File: config.mk
export PLATFORM = sky130hd
export DESIGN_NAME = muldiv_rs
export DESIGN_NICKNAME = d
export VERILOG_FILES = /design/src/rtl/tomasulo_pkg.sv /design/src/rtl/rs_prio_pick.sv /design/src/rtl/muldiv_rs.sv
export SDC_FILE = /design/constraint.sdc
export NUM_CORES = 1
export LEC_CHECK = 0
export ABC_AREA = 0
export ABC_CLOCK_PERIOD_IN_PS = 2960
export BUFFER_PORTS_ARGS = -buffer_cell sky130_fd_sc_hd__buf_2
export CAP_MARGIN = 20
export CORE_ASPECT_RATIO = 1.4
export CORE_MARGIN = 2
export CORE_UTILIZATION = 57
export DETAILED_ROUTE_END_ITERATION = 10
export MAX_ROUTING_LAYER = met4
export PLACE_DENSITY_LB_ADDON = 0.1
export SKIP_LAST_GASP = 1
export SYNTH_ARGS = -nofsm -noshare
export SYNTH_HDL_FRONTEND = slang
export SYNTH_SLANG_ARGS = --single-unit
File: constraint.sdc
create_clock -name clk1 -period 2.96 [get_ports clk1]
set_input_delay 0.148 -clock clk1 [delete_from_list [all_inputs] [get_ports clk1]]
set_output_delay 0.148 -clock clk1 [all_outputs]
set_load 0.05 [all_outputs]
File: src/rtl/tomasulo_pkg.sv
// tomasulo_pkg: shared constants, entry state and entry layout for the reservation stations
//   FUNC_MUL / FUNC_DIV  legal mul/div function codes
//   rs_state_t           entry lifecycle FREE -> WAIT/READY -> EXEC -> FREE
//   rs_entry_t           payload held by one station entry
package tomasulo_pkg;
    localparam logic [3:0] FUNC_MUL = 4'b0010;
    localparam logic [3:0] FUNC_DIV = 4'b0011;
    localparam int RS_DATA_W = 8;
    localparam int RS_ROB_W  = 3;
    localparam int RS_REG_W  = 4;
    typedef enum logic [1:0] {
        FREE  = 2'd0,
        WAIT  = 2'd1,
        READY = 2'd2,
        EXEC  = 2'd3
    } rs_state_t;
    typedef struct packed {
        logic [3:0]           func;
        logic [RS_REG_W-1:0]  rd;
        logic [RS_ROB_W-1:0]  rob;
        logic [RS_DATA_W-1:0] s1_val;
        logic [RS_ROB_W-1:0]  s1_tag;
        logic                 s1_vld;
        logic [RS_DATA_W-1:0] s2_val;
        logic [RS_ROB_W-1:0]  s2_tag;
        logic                 s2_vld;
    } rs_entry_t;
    function automatic logic is_muldiv(input logic [3:0] f);
        return f == FUNC_MUL || f == FUNC_DIV;
    endfunction
endpackage

File: src/rtl/rs_prio_pick.sv
// rs_prio_pick: lowest-index one-hot picker with a valid flag
//   req  in   N  request vector
//   gnt  out  N  one-hot grant of the lowest set request bit
//   any  out  1  at least one request bit is set
module rs_prio_pick #(
    parameter int N = 3
) (
    input  logic [N-1:0] req,
    output logic [N-1:0] gnt,
    output logic         any
);
    // Two's complement isolates the lowest set bit.
    assign gnt = req & (~req + N'(1));
    assign any = |req;
endmodule

File: src/rtl/muldiv_rs.sv
// muldiv_rs: reservation station feeding the non-pipelined mul/div unit
//   clk1, rst_n                 clock, synchronous active-low reset
//   alloc_*                     issue-stage op, accepted on alloc_valid && alloc_ready
//   alloc_err                   pulse when an illegal func was accepted and dropped
//   cdb_valid/tag/data          common data bus snoop
//   ex_b, rs1_data..rs_index    registered one-cycle dispatch to the unit
//   ex_done, done_index         completion from the unit, frees an EXEC entry
//   flush                       discards every entry and the in-flight op
//   occupancy                   number of non-FREE entries
module muldiv_rs
    import tomasulo_pkg::*;
#(
    parameter int N_ENTRIES = 3,
    parameter int DATA_W    = 8,
    parameter int ROB_W     = 3,
    parameter int REG_W     = 4,
    parameter int IDX_W     = 2
) (
    input  logic              clk1,
    input  logic              rst_n,
    input  logic              alloc_valid,
    output logic              alloc_ready,
    input  logic [3:0]        alloc_func,
    input  logic [REG_W-1:0]  alloc_rd,
    input  logic [ROB_W-1:0]  alloc_rob,
    input  logic              alloc_s1_rdy,
    input  logic              alloc_s2_rdy,
    input  logic [DATA_W-1:0] alloc_s1_val,
    input  logic [DATA_W-1:0] alloc_s2_val,
    input  logic [ROB_W-1:0]  alloc_s1_tag,
    input  logic [ROB_W-1:0]  alloc_s2_tag,
    output logic              alloc_err,
    input  logic              cdb_valid,
    input  logic [ROB_W-1:0]  cdb_tag,
    input  logic [DATA_W-1:0] cdb_data,
    output logic              ex_b,
    output logic [DATA_W-1:0] rs1_data,
    output logic [DATA_W-1:0] rs2_data,
    output logic [3:0]        func,
    output logic [REG_W-1:0]  rd,
    output logic [ROB_W-1:0]  rob_ind,
    output logic [IDX_W-1:0]  rs_index,
    input  logic              ex_done,
    input  logic [IDX_W-1:0]  done_index,
    input  logic              flush,
    output logic [IDX_W:0]    occupancy
);
    rs_state_t             st [N_ENTRIES];
    rs_entry_t             ent [N_ENTRIES];
    rs_entry_t             new_ent;
    logic                  unit_busy;
    logic [N_ENTRIES-1:0]  free_vec, rdy_vec, free_oh, rdy_oh, hit1, hit2;
    logic                  free_any, rdy_any, legal, do_alloc, do_disp, done_hit;

    rs_prio_pick #(.N(N_ENTRIES)) u_free_pick (.req(free_vec), .gnt(free_oh), .any(free_any));
    rs_prio_pick #(.N(N_ENTRIES)) u_rdy_pick  (.req(rdy_vec),  .gnt(rdy_oh),  .any(rdy_any));

    assign alloc_ready = free_any;
    assign legal       = is_muldiv(alloc_func);
    assign do_alloc    = alloc_valid && free_any && legal;
    assign do_disp     = rdy_any && !unit_busy;

    // The incoming op also snoops the CDB so a same-cycle broadcast is never missed.
    always_comb begin
        new_ent        = '0;
        new_ent.func   = alloc_func;
        new_ent.rd     = alloc_rd;
        new_ent.rob    = alloc_rob;
        new_ent.s1_tag = alloc_s1_tag;
        new_ent.s2_tag = alloc_s2_tag;
        new_ent.s1_val = alloc_s1_rdy ? alloc_s1_val : cdb_data;
        new_ent.s2_val = alloc_s2_rdy ? alloc_s2_val : cdb_data;
        new_ent.s1_vld = alloc_s1_rdy || (cdb_valid && cdb_tag == alloc_s1_tag);
        new_ent.s2_vld = alloc_s2_rdy || (cdb_valid && cdb_tag == alloc_s2_tag);
    end

    always_comb begin
        free_vec  = '0;
        rdy_vec   = '0;
        hit1      = '0;
        hit2      = '0;
        occupancy = '0;
        done_hit  = 1'b0;
        for (int i = 0; i < N_ENTRIES; i++) begin
            free_vec[i] = st[i] == FREE;
            rdy_vec[i]  = st[i] == READY;
            hit1[i]     = st[i] == WAIT && !ent[i].s1_vld && cdb_valid && cdb_tag == ent[i].s1_tag;
            hit2[i]     = st[i] == WAIT && !ent[i].s2_vld && cdb_valid && cdb_tag == ent[i].s2_tag;
            occupancy   = occupancy + (IDX_W+1)'(st[i] != FREE);
            done_hit    = done_hit || (ex_done && st[i] == EXEC && done_index == IDX_W'(i));
        end
    end

    // Snoop, alloc, dispatch and completion each act on entries in a distinct
    // registered state, so at most one of them touches any given entry per cycle.
    always_ff @(posedge clk1) begin
        if (!rst_n) begin
            for (int i = 0; i < N_ENTRIES; i++) st[i] <= FREE;
            unit_busy <= 1'b0;
            ex_b      <= 1'b0;
            alloc_err <= 1'b0;
            rs1_data  <= '0;
            rs2_data  <= '0;
            func      <= '0;
            rd        <= '0;
            rob_ind   <= '0;
            rs_index  <= '0;
        end else if (flush) begin
            for (int i = 0; i < N_ENTRIES; i++) st[i] <= FREE;
            unit_busy <= 1'b0;
            ex_b      <= 1'b0;
            alloc_err <= 1'b0;
        end else begin
            ex_b      <= do_disp;
            alloc_err <= alloc_valid && free_any && !legal;
            if (do_disp)
                unit_busy <= 1'b1;
            else if (done_hit)
                unit_busy <= 1'b0;
            for (int i = 0; i < N_ENTRIES; i++) begin
                if (hit1[i]) begin
                    ent[i].s1_val <= cdb_data;
                    ent[i].s1_vld <= 1'b1;
                end
                if (hit2[i]) begin
                    ent[i].s2_val <= cdb_data;
                    ent[i].s2_vld <= 1'b1;
                end
                if (st[i] == WAIT && (ent[i].s1_vld || hit1[i]) && (ent[i].s2_vld || hit2[i]))
                    st[i] <= READY;
                if (do_alloc && free_oh[i]) begin
                    ent[i] <= new_ent;
                    st[i]  <= (new_ent.s1_vld && new_ent.s2_vld) ? READY : WAIT;
                end
                if (do_disp && rdy_oh[i]) begin
                    st[i]    <= EXEC;
                    rs1_data <= ent[i].s1_val;
                    rs2_data <= ent[i].s2_val;
                    func     <= ent[i].func;
                    rd       <= ent[i].rd;
                    rob_ind  <= ent[i].rob;
                    rs_index <= IDX_W'(i);
                end
                if (done_hit && done_index == IDX_W'(i))
                    st[i] <= FREE;
            end
        end
    end
endmodule
==> impl_metrics.yaml, run 1 <==
status:
  status: "finished clean"
yosys:
  yosysUniqueCellTypes: 50
  syn_nets: 511
  ys_seq_area_frac: 0.627
  yosysWarnings: 0
  ys_ff_latch: 143
  netlist_instances: 456
  async_flop_share: 0
  synth_edf_count: 111
  ys.flop_type: "edfxtp_1"
  synth_area_sq_um: 6330
  syn-mean-instance-area_sq_um: 13.9
sta:
  max-slew-margin-rel: 0.598
  worstMarginPinSlew_ps: 603
  period_share: 0.751
  setup_viol: 0
  tns_ps: 0
  drv_slew: 0
  finClkSkew_ps: 5.18
  rsz0062_at_grt: "false"
  hold_viol: 0
  timing.fmax_ghz: 0.450
  setup_ws_ps: 737
  fin_crit_ps: 2220
critical_path:
  worstSetupEndpointType: "flip-flop"
  crit_type: "in2reg"
  start_kind: "primary input"
  ff2ff_setup_slack_ps: 790
  critPathCapture: "ent[2][4]$_DFFE_PP_"
  r2r_end: "rs1_data[7]$_SDFFE_PN0P_"
  critPathRequiredTime_ps: 3120
  startpoint: "alloc_func[3]"
  cp_data_arrival_time_ps: 2380
  worstReg2RegStart: "st[0][1]$_SDFFCE_PP0P_"
  worstPathMaxFanout: 22
  reg2reg_depth: 6
place:
  place.port_buffers: 87
  dp_hpwl_um: 9150
  pre_cts_ws_ps: 786
  gp_congestion: 0.968
clock_network:
  cts_resized: 0
  cts_setup_buffers: 0
  cts_root_buf: "clkbuf_16"
  cts_buffers: 17
  cts.sinks: 143
  path_clk_slew_ps: 60
  cts_tree: "done"
  ctsHoldBuffers: 18
  clockBufferDepth: 2
  clock_latency_ps: 410
  ctsHtreeMaxLevel: 4
global_route:
  grt_pass1_vias: 4017
  grt_first_pass_wirelength_um: 21200
  gr-total-overflow: 0
  grt_max_degree: 57
  grtUsageTotal: 0.246
  antenna_found_initial: 0
final_layout:
  mostFrequentLayoutCell: "edfxtp_1"
  n_antenna_cell: 0
  multi_input_area_sq_um: 2190
  final_layout_size_suffix_gt1_frac: 0.323
  final_nets: 630
  area_delta_synth_final_pct: 20.9
  n_fill_cell: 780
  ff_latch_area_sq_um: 3970
  final_cell_mix: "111 x edfxtp_1, 87 x buf_2, 44 x mux2_2"
worst_hold_path:
  worstHoldStart: "rst_n"
  hold_path_class: "in2reg"
detailed_routing:
  first_pass_iters: 5
  drt-initial-drc-count: 181
  drt-vias-per-instance: 5.71
  wl_per_cell_um: 18.5
  vias: 4163
  drcViolationCount: 0
  drt-total-wl_um: 13500
  antenna_left: 0
floorplan:
  die-area_sq_um: 12000
  die_h_um: 129
  die_w_um: 93.1
  start_util: 0.583
  core_sq_um: 10900
  rows: 45
  io_pins: 89
power_and_ir_drop:
  power.total_uw: 4920
  power_density_nw_per_um2: 642
  leakagePower_uw: 0.00287
  peakVddDrop_mv: 0.444
flow_run:
  max_cap_viol_count: 0
[how the worst min path moves through the flow]
stage,to,slack [ps],cells after the start
after floorplan,ent[0][13]$_DFFE_PN_,250,0
after global placement,ent[1][24]$_DFFE_PN_,350,1
after detailed placement,ent[1][29]$_DFFE_PN_,350,1
after CTS,rs_index[0]$_SDFFE_PN0P_,30,2
after global routing,rs_index[0]$_SDFFE_PN0P_,40,2
final,rs_index[0]$_SDFFE_PN0P_,40,2
[cells by family after synthesis]
family          after synthesis  synth area share
flops                       143             0.627
fa+ha+maj                     1           0.00316
xor+xnor                     24            0.0332
other cells                   1          0.000592
compound gates               86            0.0952
simple gates                 98            0.0846
buf+inv                      28            0.0279
mux                          75             0.128
[state kept, by name, summed over array words and instances, names as in the netlist]
register,flops
rob_ind,3
ent,105
unit_busy,1
rs2_data,8
st,6
ex_b,1
func,4
rs_index,2
rs1_data,8
alloc_err,1
rd,4
[where the power goes]
| part | internal [uW] | switching, uW | leakage [uW] |
|---|---|---|---|
| clock network | 1170 | 823 | 0.000266 |
| logic | 229 | 442 | 0.00132 |
| registers | 2220 | 35.4 | 0.00129 |
[Yosys cell counts (2+ instances only)]
cell,count,area share
edfxtp_1,111,0.53
mux2_2,44,0.078
dfxtp_1,32,0.10
nor2_1,31,0.018
a21oi_1,29,0.023
a22o_1,27,0.037
mux2i_1,27,0.043
xnor2_1,24,0.033
nand2_1,16,0.0095
inv_1,7,0.0041
o31ai_1,7,0.0083
a41oi_1,6,0.0083
and3b_1,6,0.0083
clkbuf_1,6,0.0036
nand3_1,6,0.0047
nand4_1,6,0.0059
o21ai_0,6,0.0047
buf_4,5,0.0059
buf_6,5,0.0089
nand2b_1,5,0.0049
nor2b_1,5,0.0049
mux2_1,4,0.0071
nand3b_1,3,0.0036
nor2_2,3,0.0030
or3_1,3,0.0030
and2_1,2,0.0020
buf_2,2,0.0016
clkbuf_4,2,0.0024
nand2_4,2,0.0036
nor3_1,2,0.0016
o32ai_1,2,0.0028
or2_2,2,0.0020
[stage by stage]
step / util / instances / hold WS [ps] / area (sq um)
after floorplan: - / 456 / 247 / 6330
after global placement: 0.637 / 679 / 347 / 6920
after detailed placement: 0.637 / 679 / 354 / 6920
after CTS: 0.705 / 729 / 29.4 / 7660
after global routing: 0.705 / 729 / 44.0 / 7660
final: 0.705 / 729 / 43.7 / 7660
[worst max-delay path, cell delays in order]
cell	delay (ps)
dlygate4sd3_1	540
buf_2	150
nor3b_2	280
nand2_1	120
or3_4	440
inv_6	230
nand2_4	140
mux2_1	330
[layout make-up]
type / instances / area share
timing repair buffer: 120 / 0.0951
clock buffer: 18 / 0.0573
inverter: 8 / 0.00457
tap: 141 / 0.0230
multi-input combinational: 285 / 0.286
sequential: 143 / 0.519
clock inverter: 14 / 0.0150
[layer usage]
| layer | wire length (um) | part of all wire | global-route usage | up-vias |
|---|---|---|---|---|
| li1 | - | - | - | 1979 |
| met1 | 5300 | 0.39 | 0.289 | 2041 |
| met2 | 7290 | 0.54 | 0.418 | 115 |
| met3 | 605 | 0.045 | 0.0492 | 28 |
| met4 | 316 | 0.023 | 0.0952 | 0 |
| met5 | 0 | 0 | - | - |
(Power assumes the default switching activity.)
==> inputs of run 2 (changes only) <==
--- a/config.mk
+++ b/config.mk
@@ -5,13 +5,13 @@
 export SDC_FILE = /design/constraint.sdc
 export NUM_CORES = 1
 export LEC_CHECK = 0
-export ABC_AREA = 0
-export ABC_CLOCK_PERIOD_IN_PS = 2960
+export ABC_AREA = 1
+export ABC_CLOCK_PERIOD_IN_PS = 2200
 export BUFFER_PORTS_ARGS = -buffer_cell sky130_fd_sc_hd__buf_2
 export CAP_MARGIN = 20
 export CORE_ASPECT_RATIO = 1.4
 export CORE_MARGIN = 2
-export CORE_UTILIZATION = 57
+export CORE_UTILIZATION = 58
 export DETAILED_ROUTE_END_ITERATION = 10
 export MAX_ROUTING_LAYER = met4
 export PLACE_DENSITY_LB_ADDON = 0.1
==> constraint.sdc (replaced) <==
create_clock -name clk1 -period 2.2 [get_ports clk1]
set_input_delay 0.11 -clock clk1 [delete_from_list [all_inputs] [get_ports clk1]]
set_output_delay 0.11 -clock clk1 [all_outputs]
set_load 0.05 [all_outputs]
==> run 2 against run 1 <==
Register-to-register slack lost 650 ps. Flip-flop and latch count is the same. Final cell count grew 25%. Clock-buffer cell count is the same. Global-route usage grew 4.4 points. Via count grew 24%. Power grew 45%. Synthesized cell count grew 41%. Sequential power grew 35%. Highest routed layer unchanged. Worst setup slack lost 590 ps.
==> impl_metrics.yaml, run 2 <==
sta:
  worstMarginPinSlew_ps: 597
  rsz0062_at_grt: "false"
  tns_ps: 0
  period_share: 0.935
  max-slew-margin-rel: 0.601
  holdWs_ps: 62.4
  finClkSkew_ps: 7.64
  fin_crit_ps: 2060
  hold_viol: 0
  setup_viol: 0
  timing.fmax_ghz: 0.486
  drv_slew: 0
final_layout:
  regMostFlops: "ent"
  final_nets: 809
  multi_input_area_sq_um: 2270
  area_delta_synth_final_pct: 20.0
  mostFrequentLayoutCell: "edfxtp_1"
  top_regs: "ent: 105 flops, rs1_data: 8 flops, rs2_data: 8 flops"
  n_fill_cell: 875
  largest_reg_flops: 105
  n_antenna_cell: 0
  ff_latch_area_sq_um: 3970
  final_cell_mix: "111 x edfxtp_1, 110 x nand2_1, 87 x buf_2"
  final_layout_size_suffix_gt1_frac: 0.264
yosys:
  synthMuxAreaShare: 0.0240
  netlist_instances: 642
  synth_area_sq_um: 6690
  synth_top_cell_by_area: "edfxtp_1"
  yosysWarnings: 0
  synth_top_family_by_area: "simple AND/OR/NAND/NOR gates"
  async_flop_share: 0
  yosysUniqueCellTypes: 45
  syn_nets: 697
  ys_ff_latch: 143
  synth_edf_count: 111
  synth-compound-area-share: 0.150
  ys.flop_type: "edfxtp_1"
  synth.top_cell.area_share: 0.499
  synth_fa_ha_area_frac: 0.00299
  synth-simple-area-share: 0.155
  netlist_top_cells_area: "edfxtp_1 50%, dfxtp_1 9.6%, nand2_1 6.2%, o21ai_0 4.8%, a21oi_1 4.3%"
  synth_common_cells: "111 x edfxtp_1, 110 x nand2_1, 64 x o21ai_0"
  yosysMostFrequentCell: "edfxtp_1"
  synth-xor-area-share: 0.00655
  ys_seq_area_frac: 0.594
  syn-mean-instance-area_sq_um: 10.4
critical_path:
  critPathSlowestCell: "fa_1"
  worstPathMaxFanout: 3
  cpLargestDelayFamily: "adder cells"
  crit_type: "reg2out"
  crit_chain: "inv_1 -> nand2_2 -> fa_1 -> buf_2"
  cp_data_arrival_time_ps: 1950
  max_stage_delay_ps: 560
  path_buf_inv: 2
  critPathRequiredTime_ps: 2090
  worstSetupEndpointType: "primary output"
  start_kind: "flip-flop"
place:
  place.port_buffers: 87
  dp_hpwl_um: 11500
  gp_congestion: 0.956
clock_network:
  path_clk_slew_ps: 60
  cts.sinks: 143
  ctsHoldBuffers: 18
  cts_resized: 0
  cts_root_buf: "clkbuf_16"
  clock_latency_ps: 420
  cts_tree: "done"
  cts_buffers: 17
  cts_setup_buffers: 0
  clockBufferDepth: 2
  ctsHtreeMaxLevel: 4
detailed_routing:
  wl_per_cell_um: 18.3
  antenna_left: 0
  drcViolationCount: 0
  drt-vias-per-instance: 5.68
  first_pass_iters: 6
  drt-initial-drc-count: 386
  drt-total-wl_um: 16600
  vias: 5167
status:
  status: "finished clean"
global_route:
  antenna_found_initial: 0
  grt_pass1_vias: 5137
  grtUsageTotal: 0.290
  grt_max_degree: 32
  gr-total-overflow: 0
  grt_first_pass_wirelength_um: 26100
floorplan:
  core_sq_um: 11300
  io_pins: 89
  die_w_um: 94.7
  rows: 46
  start_util: 0.593
  die_h_um: 131
  die-area_sq_um: 12400
power_and_ir_drop:
  peakVddDrop_mv: 0.626
  leakagePower_uw: 0.00341
  power.total_uw: 7110
  power_density_nw_per_um2: 886
flow_run:
  max_cap_viol_count: 0
worst_hold_path:
  hold_path_class: "in2reg"
==> run 2: tightest hold or removal path, delay by kind of cell <==
kind	cells	cell delay, ps
AO/OA/AOI/OAI	1	80
buffers and inverters	1	120
AND/OR/NAND/NOR	1	110
==> run 2: area by class of cell <==
class	instances	share of cell area
clock buffers	18	0.0535
inverters	56	0.0265
repair buffers	125	0.0970
flip-flops and latches	143	0.495
multi-input cells	411	0.283
clock inverters	13	0.0223
well taps	144	0.0225
==> run 2: power by group <==
group	internal [uW]	switching, uW
Sequential	3000	52.5
Combinational	307	772
Clock	1810	1170
Total	5110	2000
==> run 2: cell families after synthesis <==
family                     after synthesis
and+or+nand+nor                        212
AOI/OAI and AO/OA                      176
DFF                                    143
buffers and inverters                   88
muxes                                   16
xor gates and xnor gates                 5
adders and majority gates                1
other                                    1
==> run 2: final timing paths <==
kind / cells after the start / to / from / slack (ps)
min: 3 / unit_busy$_SDFFE_PP0P_ / rst_n / 60
min reg2reg: 2 / rs_index[1]$_SDFFE_PN0P_ / rs_index[1]$_SDFFE_PN0P_ / 480
max: 4 / occupancy[0] / st[2][1]$_DFFE_PP_ / 140
max reg2reg: 6 / ent[2][8]$_DFFE_PP_ / st[1][0]$_SDFFCE_PP0P_ / 140
==> run 2: per-stage QoR <==
stage               instances   util  cell area [sq um]  setup WS (ps)
floorplan                 642      -               6690           54.5
global placement          861  0.641               7230            253
detailed placement        861  0.641               7230            170
CTS                       910  0.711               8020            129
global route              910  0.711               8020           47.2
finish                    910  0.711               8020            142
==> run 2: metal layers <==
layer  wire length [um]  vias up  GRT usage
met5                  0        -          -
met4                516        0      0.123
met3               1010       34     0.0533
met2               8610      221      0.492
met1               6500     2440      0.339
li1                   -     2472          -
